--- src/rtl/rptr_empty.sv ---
// Read-domain pointer/status for the async FIFO: read pointer (binary + Gray),
// empty / almost-empty / fill level derived from the synchronized write pointer, sticky underflow.
module rptr_empty #(
  parameter int ADDR_SIZE     = 6,
  parameter int AEMPTY_THRESH = 4
) (
  input  logic                 r_clk,
  input  logic                 r_rst,
  input  logic                 r_inc,
  input  logic [ADDR_SIZE:0]   syn_wptr,
  input  logic                 r_underflow_clr,
  output logic [ADDR_SIZE-1:0] raddr,
  output logic [ADDR_SIZE:0]   rptr,
  output logic                 r_empty,
  output logic                 r_aempty,
  output logic [ADDR_SIZE:0]   r_level,
  output logic                 r_underflow
);

  localparam logic [ADDR_SIZE:0] THRESH = AEMPTY_THRESH[ADDR_SIZE:0];

  logic [ADDR_SIZE:0] rbin, rbin_next, rgray_next, wbin, level_next;
  logic               rd_en;

  assign rd_en      = r_inc & ~r_empty;
  assign rbin_next  = rbin + {{ADDR_SIZE{1'b0}}, rd_en};
  assign rgray_next = (rbin_next >> 1) ^ rbin_next;

  // Gray-to-binary: each bit is the XOR of all Gray bits at or above it.
  genvar i;
  generate
    for (i = 0; i <= ADDR_SIZE; i++) begin : g_g2b
      assign wbin[i] = ^syn_wptr[ADDR_SIZE:i];
    end
  endgenerate

  assign level_next = wbin - rbin_next;
  assign raddr      = rbin[ADDR_SIZE-1:0];

  always_ff @(posedge r_clk) begin
    if (r_rst) begin
      rbin        <= '0;
      rptr        <= '0;
      r_empty     <= 1'b1;
      r_aempty    <= 1'b1;
      r_level     <= '0;
      r_underflow <= 1'b0;
    end else begin
      rbin     <= rbin_next;
      rptr     <= rgray_next;
      // Compare against the post-read pointer so empty asserts on the draining edge.
      r_empty  <= (rgray_next == syn_wptr);
      r_level  <= level_next;
      r_aempty <= (level_next <= THRESH);
      if (r_inc & r_empty)
        r_underflow <= 1'b1;
      else if (r_underflow_clr)
        r_underflow <= 1'b0;
    end
  end

endmodule
--- config.mk ---
export PLATFORM = sky130hd
export DESIGN_NAME = rptr_empty
export DESIGN_NICKNAME = d
export VERILOG_FILES = /design/src/rtl/rptr_empty.sv
export SDC_FILE = /design/constraint.sdc
export NUM_CORES = 1
export LEC_CHECK = 0
export CELL_PAD_IN_SITES_DETAIL_PLACEMENT = 1
export CELL_PAD_IN_SITES_GLOBAL_PLACEMENT = 1
export CORE_MARGIN = 2
export CORE_UTILIZATION = 38
export DETAILED_ROUTE_END_ITERATION = 7
export PLACE_DENSITY = 0.93
export REMOVE_ABC_BUFFERS = 1
export SLEW_MARGIN = 20
export SYNTH_ARGS = -nofsm -noshare
export SYNTH_HDL_FRONTEND = slang
export SYNTH_SLANG_ARGS = --single-unit
--- constraint.sdc ---
create_clock -name r_clk -period 6 [get_ports r_clk]
set_input_delay 1.2 -clock r_clk [delete_from_list [all_inputs] [get_ports r_clk]]
set_output_delay 1.2 -clock r_clk [all_outputs]
set_load 0.01 [all_outputs]
## Word level (Yosys, flattened, before mapping)

Cells that the tools add are included.

- Flip-flop bits (word level): 24
- Input port bits: 11
- Output and inout port bits: 23
- Word-level logic and storage cells: 23

- Add/subtract/negate cells: 2
- $lt $le $gt $ge: 1
- Equal/unequal tests: 1
- Muxes and demuxes: 2
- Bitwise operators: 4
- Reduce and logical (&&, ||, !) cells: 7

Operators by type and width:

| kind | number |
|---|---|
| 7-bit by 1-bit adder with 7-bit output | 1 |
| 7-bit == test | 1 |
| 7-bit by 3-bit less-or-equal comparator with 1-bit output (second input constant) | 1 |
| 7-bit parity | 1 |
| 7-bit subtractor | 1 |
| 6-bit by 7-bit bitwise XOR with 7-bit output | 1 |
| 6-bit parity | 1 |
| 5-bit parity | 1 |
| 4-bit parity | 1 |
| 3-bit parity | 1 |
| 1-bit bitwise AND | 2 |
| 1-bit two-way mux | 2 |
| 2-bit nonzero test | 1 |
| 2-bit parity | 1 |
| 1-bit NOT | 1 |

## Longest topological paths before layout

Gate-level depths: netlist of run 1.

- Depth after elaboration: 5
- Depth in mapped cells: 12
- Gate-level depth less buffers: 12

## Worst setup path before layout of run 1

Ideal clock, no wire load.

- Path kind: input to register
- From: input syn_wptr[4]
- To: register r_aempty
- Setup time: 0.116 ns
- Arrival: 3.847 ns
- Data required time: 5.884 ns
- Slack: 2.037 ns
- Stages: 11
- Buffers on the path: 0
- Cell sequence: xnor3_2 xor2_2 xnor2_1 xnor2_1 ha_1 inv_1 fa_1 maj3_2 a21oi_2 o211ai_1 a41o_1

- Word-level cells in the longest chain between the ends: 3
- Elaborated cells on any way between the ends: 7
- Classes of those cells: add/sub: 1; order compare: 1; reduce/logical: 5

Ends and longest elaborated chain:

| element | line | source |
|---|---|---|
| start: declaration | 10 | `input logic [ADDR_SIZE:0] syn_wptr,` |
| 7-bit parity, or another cell as far along | 33 | `assign wbin[i] = ^syn_wptr[ADDR_SIZE:i];` |
| 7-bit subtractor * | 37 | `assign level_next = wbin - rbin_next;` |
| 7-bit by 3-bit less-or-equal comparator with 1-bit output * | 54 | `r_aempty <= (level_next <= THRESH);` |
| end signal: assignment | 54 |  |
| end: declaration | 15 | `output logic r_aempty,` |

Every way passes the cells marked *; elsewhere a longest branch is shown, timed or not.
A chain may end at the register's enable or synchronous reset.

## Worst setup path after layout of run 1

Ends and elaborated chain as after synthesis.

==> results.md, run 1 <==
- Run status: complete, no violations
- Starting density of the core: 40.5%
- Fill count: about 370
- Classification of the worst setup path: in2reg
- Clock Sink Count: 23
- Clock Tree Buf Depth: 2
- Clock group share of total power: roughly a fifth
- Net switching power figure: roughly 120 µW
- Count of final setup violators: 0
- First-pass GRT wire length: between 4 and 5 mm
- Max-cap violations: 0
- Floorplan row count: 20
- Logic pwr share: 37.6%
- Post-CTS setup buffer count: 0
- Maximum resistive drop on vdd: ~0.22 mV
- Later-pin clock latency in the skew report: 0.32 ns
- Most used standard cell by instance count after synthesis: sky130_fd_sc_hd__dfxtp_1
- Nets: between 150 and 200
- Post-detailed-placement half-perimeter wirelength: between 2 and 2.5 mm
- Number of buffers created by CTS: 3
- Post-route cell area: around 0.0017 mm²
- Netlist area before placement: about 0.0013 mm²
- Port bufs: 33
- CTS tree: yes
- Setup slack of the most critical reg-to-reg path: roughly 3.4 ns
- Total internal power: 269 µW
- End of the critical path: r_aempty$_SDFF_PP1_
- Number of flops mapped to enable cells by yosys: 0
- Hold Crit Class: reg2reg
- Arrival time of data at the critical path endpoint: between 4 and 5 ns
- Clock period minus final worst setup slack: roughly 4.4 ns
- Die H: 61.5 µm
- Cell count after synthesis: about 130
- Count of vias placed by the detailed router: approximately 1100
- Initial antenna violation count: 0
- Mean cell area of the mapped netlist: 9.52 µm²
- Width of the chip: 61.5 µm
- Critical R2R Capture: r_aempty$_SDFF_PP1_
- Overall Global Routing Usage: between 10% and 20%
- DRC violation total after the first TritonRoute iteration: 22
- CTS HTree Levels: 1
- Power Density: 237 mW/mm²
- Total congestion overflow after global routing: 0
- Pin count of the biggest net entering global routing: 24
- Number of ports placed on the die boundary: 34
- Type of destination of the critical path: register
- Final routed DRC violation total: 0
- Total routed wirelength: 2.97 mm
- ANT cells: 0
- Final worst path period share: between 70% and 80%
- Number of different library cells in the post-synthesis netlist: 33
- Largest fanout on the critical path: 6
- Count of warnings emitted by yosys: 0
- Top cells by area in the synthesized netlist: sky130_fd_sc_hd__dfxtp_1 (37%), sky130_fd_sc_hd__xnor2_1 (13%), sky130_fd_sc_hd__xor2_1 (7.0%)
- Most used flip-flop cell after synthesis: sky130_fd_sc_hd__dfxtp_1
- Category of the worst setup path launch point: input pin
- Overall die area: approximately 0.0038 mm²
- Average via count per standard cell: 4.99
- CP Data Required Time: between 6 and 7 ns
- Crit path from: syn_wptr[4]
- Synth async-reset ratio: 0%
- Area growth from synthesis to layout: 32.3%
- Clock slew seen by the registers of the worst setup and hold paths: between 0.1 and 0.15 ns
- Flop and latch count out of synthesis: 23
- Switching portion of total power: between 30% and 40%
- Global placer's final weighted congestion: 0.829
- Yosys top cell area share: between 30% and 40%
- Placed Area: between 0.0015 and 0.002 mm²
- Final Non-Filler Cells: ~210
- Length in cells of the worst reg-to-reg path: 10
- Count of antenna-violating nets left after detailed routing: 0
- Final-report max-slew violation count: 0
- Post-synth top area cell: sky130_fd_sc_hd__dfxtp_1
- Share of cells above drive strength 1: approximately 7.2%
- CTS Root Cell: sky130_fd_sc_hd__clkbuf_4
- First-pass iteration count of the detailed router: 4
- Remaining max-slew budget at the tightest pin: 46.6%
- Vias in the first global route: 1124
- Upper clock frequency limit: 226 MHz
- Top cell types by occurrence after synthesis: sky130_fd_sc_hd__dfxtp_1 (23), sky130_fd_sc_hd__nor2_1 (22), sky130_fd_sc_hd__xnor2_1 (18)
- RSZ-0062 raised after global routing: no
- Setup total negative slack: 0 ns
- # resized after CTS: 0
- Layout Skew: around 0.0019 ns
- Average wire per cell in the routed design: 14.1 µm
- Hold Fails Final Rpt: 0
- Static power due to leakage: roughly 0.00063 µW
- Number of cells after detailed placement: about 210
- Number of hold buffers added after CTS: 0
- Share of the yosys chip area belonging to registers: a little over a third
- Sequential Power Share: between 40% and 50%
- Startpoint of the most critical register-to-register path: r_empty$_SDFF_PP1_
- Transition at the pin with the smallest max-transition slack: 0.798 ns
- Placeable Area: approximately 0.0031 mm²
## cell type report
| type | instances | area (µm²) | share of cell area (%) |
|---|---|---|---|
| Timing Repair Buffer | 33 | 330 | 19.9 |
| Sequential cell | 23 | 460 | 27.7 |
| Clock buffer | 3 | 22.5 | 1.36 |
| Multi-Input combinational cell | 104 | 777 | 46.8 |
| Inverter | 3 | 11.3 | 0.678 |
| Clock inverter | 1 | 5.00 | 0.301 |
| Tap cell | 44 | 55.1 | 3.31 |
## state kept, by name (all words and copies together) (netlist names)
name,count
r_aempty,1
rptr,7
r_level,7
r_underflow,1
rbin,6
r_empty,1
## metrics by stage
step           utilization, %  total power [µW]  hold WS (ns)  setup slack, ns
6_report                 53.5               393         0.481             1.57
5_1_grt                  53.5               419         0.508             1.45
4_1_cts                  53.5               400         0.491             1.57
3_5_place_dp             52.7               323         0.472             1.21
3_3_place_gp             52.7               318         0.457             1.40
2_1_floorplan               -               266         0.483             2.04
## metal layers
metal  vias up  global-route usage (%)  wire length (µm)
met5         -                       0                 0
met1       512                    17.5              1180
met4         0                    6.99                68
li1        509                       -                 -
met3         6                    4.62               116
met2        26                    34.3              1600
## cells by family after synthesis
group | count (synthesis) | share of synthesized area [%]
xor gates and xnor gates | 32 | 25.9
and+or+nand+nor | 48 | 17.8
DFF | 23 | 36.7
buffers and inverters | 5 | 1.49
AOI/OAI and AO/OA | 15 | 8.76
adders and majority gates | 9 | 9.36
## power by group through the flow
stage               logic (µW)  clock network (µW)  registers [µW]
floorplan                 83.8                   0             182
global placement           143                   0             175
detailed placement         148                   0             175
CTS                        150                77.7             172
global route               163                83.1             173
finish                     148                73.8             172
## worst max-delay path, stage by stage
cell	delay, ns
sky130_fd_sc_hd__clkdlybuf4s50_1	0.53
sky130_fd_sc_hd__xnor3_2	0.54
sky130_fd_sc_hd__xor2_2	0.24
sky130_fd_sc_hd__xnor2_1	0.38
sky130_fd_sc_hd__xnor2_1	0.19
sky130_fd_sc_hd__ha_1	0.18
sky130_fd_sc_hd__inv_1	0.06
sky130_fd_sc_hd__fa_1	0.43
sky130_fd_sc_hd__maj3_2	0.34
sky130_fd_sc_hd__a21oi_2	0.19
sky130_fd_sc_hd__o211ai_1	0.14
sky130_fd_sc_hd__a41o_1	0.25
## cells in the final DEF (no fill, tap or decap), drive strengths merged, types with 2 or more instances in the layout
| master | n |
|---|---|
| clkbuf | 3 |
| nand2b | 2 |
| dfxtp | 23 |
| clkdlybuf4s50 | 33 |
| a211oi | 2 |
| ha | 6 |
| nor3 | 2 |
| or2 | 2 |
| maj3 | 2 |
| xnor2 | 19 |
| nor2 | 22 |
| nand3 | 6 |
| xor2 | 11 |
| a21oi | 6 |
| inv | 3 |
| nand2 | 5 |
| nor2b | 5 |
| or3 | 2 |
## how the worst min path moves through the flow
stage	startpoint	slack [ns]	cells past startpoint	endpoint
after global placement	r_underflow$_SDFFE_PP0P_	0.46	2	r_underflow$_SDFFE_PP0P_
after floorplan	r_underflow$_SDFFE_PP0P_	0.48	2	r_underflow$_SDFFE_PP0P_
final	r_underflow$_SDFFE_PP0P_	0.48	2	r_underflow$_SDFFE_PP0P_
after CTS	r_underflow$_SDFFE_PP0P_	0.49	2	r_underflow$_SDFFE_PP0P_
after global routing	r_underflow$_SDFFE_PP0P_	0.51	2	r_underflow$_SDFFE_PP0P_
after detailed placement	r_underflow$_SDFFE_PP0P_	0.47	2	r_underflow$_SDFFE_PP0P_
Power figures use the tool's default switching activity.
==> inputs of run 2 (changes only) <==
Settings changed: CORE_UTILIZATION 38 to 32, PLACE_DENSITY 0.93 to 0.85.
Clock period 6 ns to 3.7 ns, I/O delays scaled along.
==> results.md, run 2 (synthesis gave the netlist of run 1 again) <==
- DRC violation total after the first TritonRoute iteration: 38 (+73%)
- Count of antenna-violating nets left after detailed routing: 0 (unchanged)
- CTS tree: yes
- Port bufs: 33 (unchanged)
- Total routed wirelength: 3.48 mm (+17%)
- Routed metal-1 wire length: 1.43 mm (+21%)
- Count of vias placed by the detailed router: 1105 (+4.9%)
- Commonest non-fill, non-tap cell in the layout: sky130_fd_sc_hd__clkdlybuf4s50_1
- Share of cells above drive strength 1: 16.9% (+9.8 points)
- Count of final setup violators: 0 (unchanged)
- Clock Sink Count: 23 (unchanged)
- Final routed DRC violation total: 0 (unchanged)
- First-pass GRT wire length: 5.60 mm (+17%)
- Final Non-Filler Cells: 231 (+9.5%)
- Average wire per cell in the routed design: 15.0 µm (+7.0%)
- Vias in the first global route: 1229 (+9.3%)
- Clock period minus final worst setup slack: approximately 3.6 ns
- Max-cap violations: 0 (unchanged)
- Slowest cell on the critical path: sky130_fd_sc_hd__clkdlybuf4s50_1
- Clock slew seen by the registers of the worst setup and hold paths: 0.09 ns (-0.04 ns)
- Family with the most delay on the worst path: XOR/XNOR gates
- Crit path buf inv count: 3 (+1)
- Highest-count cells in the layout ignoring fill and taps: sky130_fd_sc_hd__clkdlybuf4s50_1 (32), sky130_fd_sc_hd__dfxtp_1 (23), sky130_fd_sc_hd__nor2_1 (22)
- Final worst path period share: between 90 and 100%
- Category of the worst setup path launch point: input pin
- Width of the chip: 66.7 µm (+8.4%)
- Crit path from: syn_wptr[5]
- ANT cells: 0 (unchanged)
- Power Density: 399 mW/mm² (+69%)
- Average via count per standard cell: 4.78 (-4.1%)
- Floorplan row count: 22 (+10%)
- Starting density of the core: 33.8% (-6.7 points)
- Hold Fails Final Rpt: 0 (unchanged)
- First-pass iteration count of the detailed router: 4 (unchanged)
- Top Registers: r_level x7, rptr x7, rbin x6
- Largest fanout on the critical path: 3 (-3)
- Maximum resistive drop on vdd: 0.210 mV (-4.7%)
- Number of buffers created by CTS: 3 (unchanged)
- Setup total negative slack: 0 ns (unchanged)
- Pin count of the biggest net entering global routing: 24 (unchanged)
- Layout Skew: 0.00294 ns (+0.00102 ns)
- Die H: 66.7 µm (+8.4%)
- Run status: complete, no violations
- Remaining max-slew budget at the tightest pin: 44.7% (-2.0 points)
- Transition at the pin with the smallest max-transition slack: 0.828 ns (+0.0297 ns)
- Number of hold buffers added after CTS: 0 (unchanged)
- Highest metal layer with signal wires: met4
- Overall die area: 0.00444 mm² (+17%)
- Type of destination of the critical path: register
- CTS HTree Levels: 1 (unchanged)
- Global placer's final weighted congestion: 0.838 (+1.1%)
- Post-detailed-placement half-perimeter wirelength: 2.60 mm (+8.5%)
- Arrival time of data at the critical path endpoint: 3.78 ns (-0.88 ns)
- Total met2 wirelength after detailed routing: 1.87 mm (+17%)
- Total congestion overflow after global routing: 0 (unchanged)
- Initial antenna violation count: 0 (unchanged)
- Nets: 202 (+8.6%)
- Clock Tree Buf Depth: 2 (unchanged)
- Startpoint of the most critical register-to-register path: r_empty$_SDFF_PP1_
- Number of cells after detailed placement: 222 (+7.2%)
- Beginning of the worst hold path: r_underflow$_SDFFE_PP0P_
- Later-pin clock latency in the skew report: 0.26 ns (-0.06 ns)
- Static power due to leakage: 0.000723 µW (+15%)
- Cell Chain, Critical Path: clkdlybuf4s50_1 -> xnor3_2 -> xor2_4 -> xnor2_2 -> xnor2_1 -> ha_2 -> inv_1 -> fa_2 -> buf_4 -> a221o_2 -> a21oi_2 -> nor2b_1 -> a41o_1
- Classification of the worst setup path: in2reg
- Upper clock frequency limit: roughly 280 MHz
- Final-report max-slew violation count: 0 (unchanged)
- Met3 wire length: 132 µm (+14%)
- Fill count: 418 (+12%)
- Largest stage delay on the critical path: 0.52 ns (-0.02 ns)
- Number of ports placed on the die boundary: 34 (unchanged)
- Area growth from synthesis to layout: 46.6%
- CP Data Required Time: 3.86 ns (-2.37 ns)
- Overall Global Routing Usage: 17.0% (-0.69 points)
- Placeable Area: 0.00372 mm² (+20%)
- CTS Root Cell: sky130_fd_sc_hd__clkbuf_8
- Hold Crit Class: reg2reg
## run 2: layer usage
layer	track usage [%]	vias up
met3	2.03	4
met2	32.5	27
li1	-	540
met5	0	-
met1	18.4	534
met4	7.40	0
## run 2: worst reg2reg max path, delay by kind of cell, from the launching register on
kind / cells / cell delay [ns]
xor+xnor: 1 / 0.22
flops: 1 / 0.36
fa+ha+maj: 4 / 1.15
buf+inv: 1 / 0.13
compound gates: 4 / 0.59
simple gates: 1 / 0.07
## run 2: final timing paths
| kind | to | slack, ns | depth (start not counted) |
|---|---|---|---|
| max | r_aempty$_SDFF_PP1_ | 0.08 | 13 |
| min | r_underflow$_SDFFE_PP0P_ | 0.48 | 2 |
| max reg2reg | r_aempty$_SDFF_PP1_ | 1.12 | 11 |
| min reg2reg | r_underflow$_SDFFE_PP0P_ | 0.48 | 2 |
## run 2: layout make-up
type                       instances  area, µm²  area share, %
tap                               48       60.1           3.26
clock buffer                       4       45.0           2.45
multi-input combinational        104        812           44.1
sequential                        23        460           25.0
timing repair buffer              49        453           24.6
inverter                           3       11.3          0.611
## run 2: repair_timing
item | CTS | global route
resized for setup | 3 | 4
setup buffers | 2 | 3
pin swaps | 2 | 7
endpoints found under the setup margin | 3 | 2
## run 2: power breakdown
group | switching [µW] | internal, µW
registers | 7.92 | 271
clock network | 83.5 | 76.9
logic | 136 | 160
total | 228 | 508
## run 2: metrics by stage
step                hold slack, ns  setup slack [ns]  util [%]  cell area (µm²)  total power [µW]
finish                       0.485            0.0835      49.6             1840               736
CTS                          0.494            0.0499      48.4             1800               722
floorplan                    0.483             0.197         -             1250               432
global route                 0.521           -0.0271      49.6             1840               780
global placement             0.456            -0.248      46.3             1720               532
detailed placement           0.481            -0.382      46.3             1720               541
==> inputs of run 3 (changes only) <==
Settings changed: PLACE_DENSITY 0.85 to not set, PLACE_DENSITY_LB_ADDON set to 0.1, TNS_END_PERCENT set to 1.
==> results.md, run 3 (synthesis gave the netlist of run 1 again) <==
- Run status: complete, no violations
- Arrival time of data at the critical path endpoint: 3.70 ns (-0.08 ns)
- Average wire per cell in the routed design: 12.6 µm (-17%)
- Total routed wirelength: 2.85 mm (-18%)
- Top Registers: r_level x7, rptr x7, rbin x6
- Overall die area: 0.00444 mm² (unchanged)
- Post-CTS setup buffer count: 0 (-2)
- Total congestion overflow after global routing: 0 (unchanged)
- Commonest non-fill, non-tap cell in the layout: sky130_fd_sc_hd__clkdlybuf4s50_1
- Remaining max-slew budget at the tightest pin: 43.6% (-1.0 points)
- Clock period minus final worst setup slack: 3.54 ns (-0.0773 ns)
- Classification of the worst setup path: in2reg
- Maximum resistive drop on vdd: 0.191 mV (-9.0%)
- Hold Fails Final Rpt: 0 (unchanged)
- Starting density of the core: 33.8% (unchanged)
- Crit path from: syn_wptr[6]
- Count of vias placed by the detailed router: 1061 (-4.0%)
- Startpoint of the most critical register-to-register path: r_empty$_SDFF_PP1_
- Count of antenna-violating nets left after detailed routing: 0 (unchanged)
- ANT cells: 0 (unchanged)
- Floorplan row count: 22 (unchanged)
- Port bufs: 33 (unchanged)
- Critical R2R Capture: r_aempty$_SDFF_PP1_
- Clock slew seen by the registers of the worst setup and hold paths: 0.08 ns (about the same)
- Nets: 198 (-2.0%)
- Layout Skew: 0.00183 ns (-0.00111 ns)
- CTS HTree Levels: 1 (unchanged)
- Final-report max-slew violation count: 0 (unchanged)
- Hold Crit Class: reg2reg
- Post-Place Worst Slack: -0.321 ns (+0.0609 ns)
- Power Density: 389 mW/mm² (-2.5%)
- Slowest cell on the critical path: sky130_fd_sc_hd__clkdlybuf4s50_1
- Clock Tree Buf Depth: 2 (unchanged)
- CTS tree: yes
- Setup slack of the most critical reg-to-reg path: 1.18 ns (+0.06 ns)
- WHS Path Cells: 2 (unchanged)
- Count of final setup violators: 0 (unchanged)
- Number of buffers created by CTS: 3 (unchanged)
- Category of the worst setup path launch point: input pin
- Upper clock frequency limit: 283 MHz (+2.2%)
- Max-cap violations: 0 (unchanged)
- Highest-count cells in the layout ignoring fill and taps: sky130_fd_sc_hd__clkdlybuf4s50_1 (33), sky130_fd_sc_hd__dfxtp_1 (23), sky130_fd_sc_hd__nor2_1 (22)
- Cell Chain, Critical Path: clkdlybuf4s50_1 -> xnor3_2 -> xor2_4 -> xnor2_2 -> xnor2_1 -> ha_1 -> inv_1 -> fa_2 -> maj3_2 -> a21oi_4 -> o211ai_1 -> a41o_1
- First-pass iteration count of the detailed router: 4 (unchanged)
- Fill count: 452 (+8.1%)
- Final worst slack: 0.161 ns (+0.0773 ns)
- Number of cells after detailed placement: 223 (+0.45%)
- Length in cells of the worst reg-to-reg path: 11 (unchanged)
- Later-pin clock latency in the skew report: 0.26 ns (about the same)
- RSZ-0062 raised after global routing: no
- Average via count per standard cell: 4.67 (-2.3%)
- Initial antenna violation count: 0 (unchanged)
- CP Data Required Time: 3.86 ns (about the same)
- Die H: 66.7 µm (unchanged)
- Post-detailed-placement half-perimeter wirelength: 2.25 mm (-14%)
- Share of cells above drive strength 1: 14.0% (-3.0 points)
- Final Non-Filler Cells: 227 (-1.7%)
- DRC violation total after the first TritonRoute iteration: 21 (-45%)
- Placeable Area: 0.00372 mm² (unchanged)
- Pin count of the biggest net entering global routing: 24 (unchanged)
- Number of ports placed on the die boundary: 34 (unchanged)
- Global placer's final weighted congestion: 0.771 (-8.0%)
- Final routed DRC violation total: 0 (unchanged)
- Clock Sink Count: 23 (unchanged)
- Overall Global Routing Usage: 14.5% (-2.4 points)
- Hold EP: r_underflow$_SDFFE_PP0P_
- Largest fanout on the critical path: 4 (+1)
- Number of hold buffers added after CTS: 0 (unchanged)
- First-pass GRT wire length: 4.97 mm (-11%)
- Area growth from synthesis to layout: 43.5%
- Type of destination of the critical path: register
- Final Hold Slack: 0.476 ns (-0.00865 ns)
- Vias in the first global route: 1140 (-7.2%)
- CTS Root Cell: sky130_fd_sc_hd__clkbuf_8
- Largest stage delay on the critical path: 0.48 ns (-0.04 ns)
- Beginning of the worst hold path: r_underflow$_SDFFE_PP0P_
- Final worst path period share: 95.7% (-2.1 points)
- Transition at the pin with the smallest max-transition slack: 0.843 ns (+0.0156 ns)
- Width of the chip: 66.7 µm (unchanged)
- Static power due to leakage: 0.000697 µW (-3.7%)
==> run 3: worst max-delay path by stage <==
stage | endpoint | slack (ns) | cells after the start
after floorplan | r_aempty$_SDFF_PP1_ | 0.20 | 11
after global placement | r_aempty$_SDFF_PP1_ | -0.22 | 12
after detailed placement | r_aempty$_SDFF_PP1_ | -0.32 | 12
after CTS | r_aempty$_SDFF_PP1_ | 0.02 | 12
after global routing | r_aempty$_SDFF_PP1_ | 0.02 | 12
final | r_aempty$_SDFF_PP1_ | 0.16 | 12
==> run 3: report_power, final <==
| group | total [µW] | internal [µW] | switching, µW |
|---|---|---|---|
| clock | 156 | 76.8 | 78.7 |
| sequential | 278 | 271 | 6.92 |
| combinational | 269 | 145 | 124 |
==> run 3: layout make-up <==
cell class	instances	area (µm²)	share of cell area, %
clock buffer	4	45.0	2.50
inverter	3	11.3	0.625
multi-input combinational	104	806	44.7
sequential	23	460	25.5
tap	48	60.1	3.33
timing repair buffer	45	420	23.3
==> run 3: worst max-delay path: cells and delay by family <==
family	cells	cell delay, ns
xor gates and xnor gates	4	1.02
adders and majority gates	3	0.88
buffers and inverters	2	0.54
AOI/OAI and AO/OA	3	0.52
==> run 3: through the flow <==
step | utilization (%) | area, µm² | total power (µW) | setup TNS, ns
3_5_place_dp | 46.5 | 1730 | 541 | -0.725
4_1_cts | 47.9 | 1780 | 705 | 0
2_1_floorplan | - | 1250 | 432 | 0
3_3_place_gp | 46.5 | 1730 | 537 | -0.437
6_report | 48.5 | 1800 | 702 | 0
5_1_grt | 48.5 | 1800 | 752 | 0
==> run 3: what timing repair did <==
| action | 4_1_cts | 5_1_grt |
|---|---|---|
| pin swaps | 0 | 5 |
| cloned | 0 | 0 |
| gates resized for setup | 1 | 3 |
| endpoints found under the setup margin | 1 | 3 |
==> run 3: metal layers <==
metal | track usage [%] | wire, µm | vias up
met1 | 17.9 | 1320 | 502
li1 | - | - | 532
met3 | 1.86 | 117 | 2
met5 | 0 | 0 | -
met2 | 25.6 | 1400 | 25
met4 | 5.36 | 23 | 0
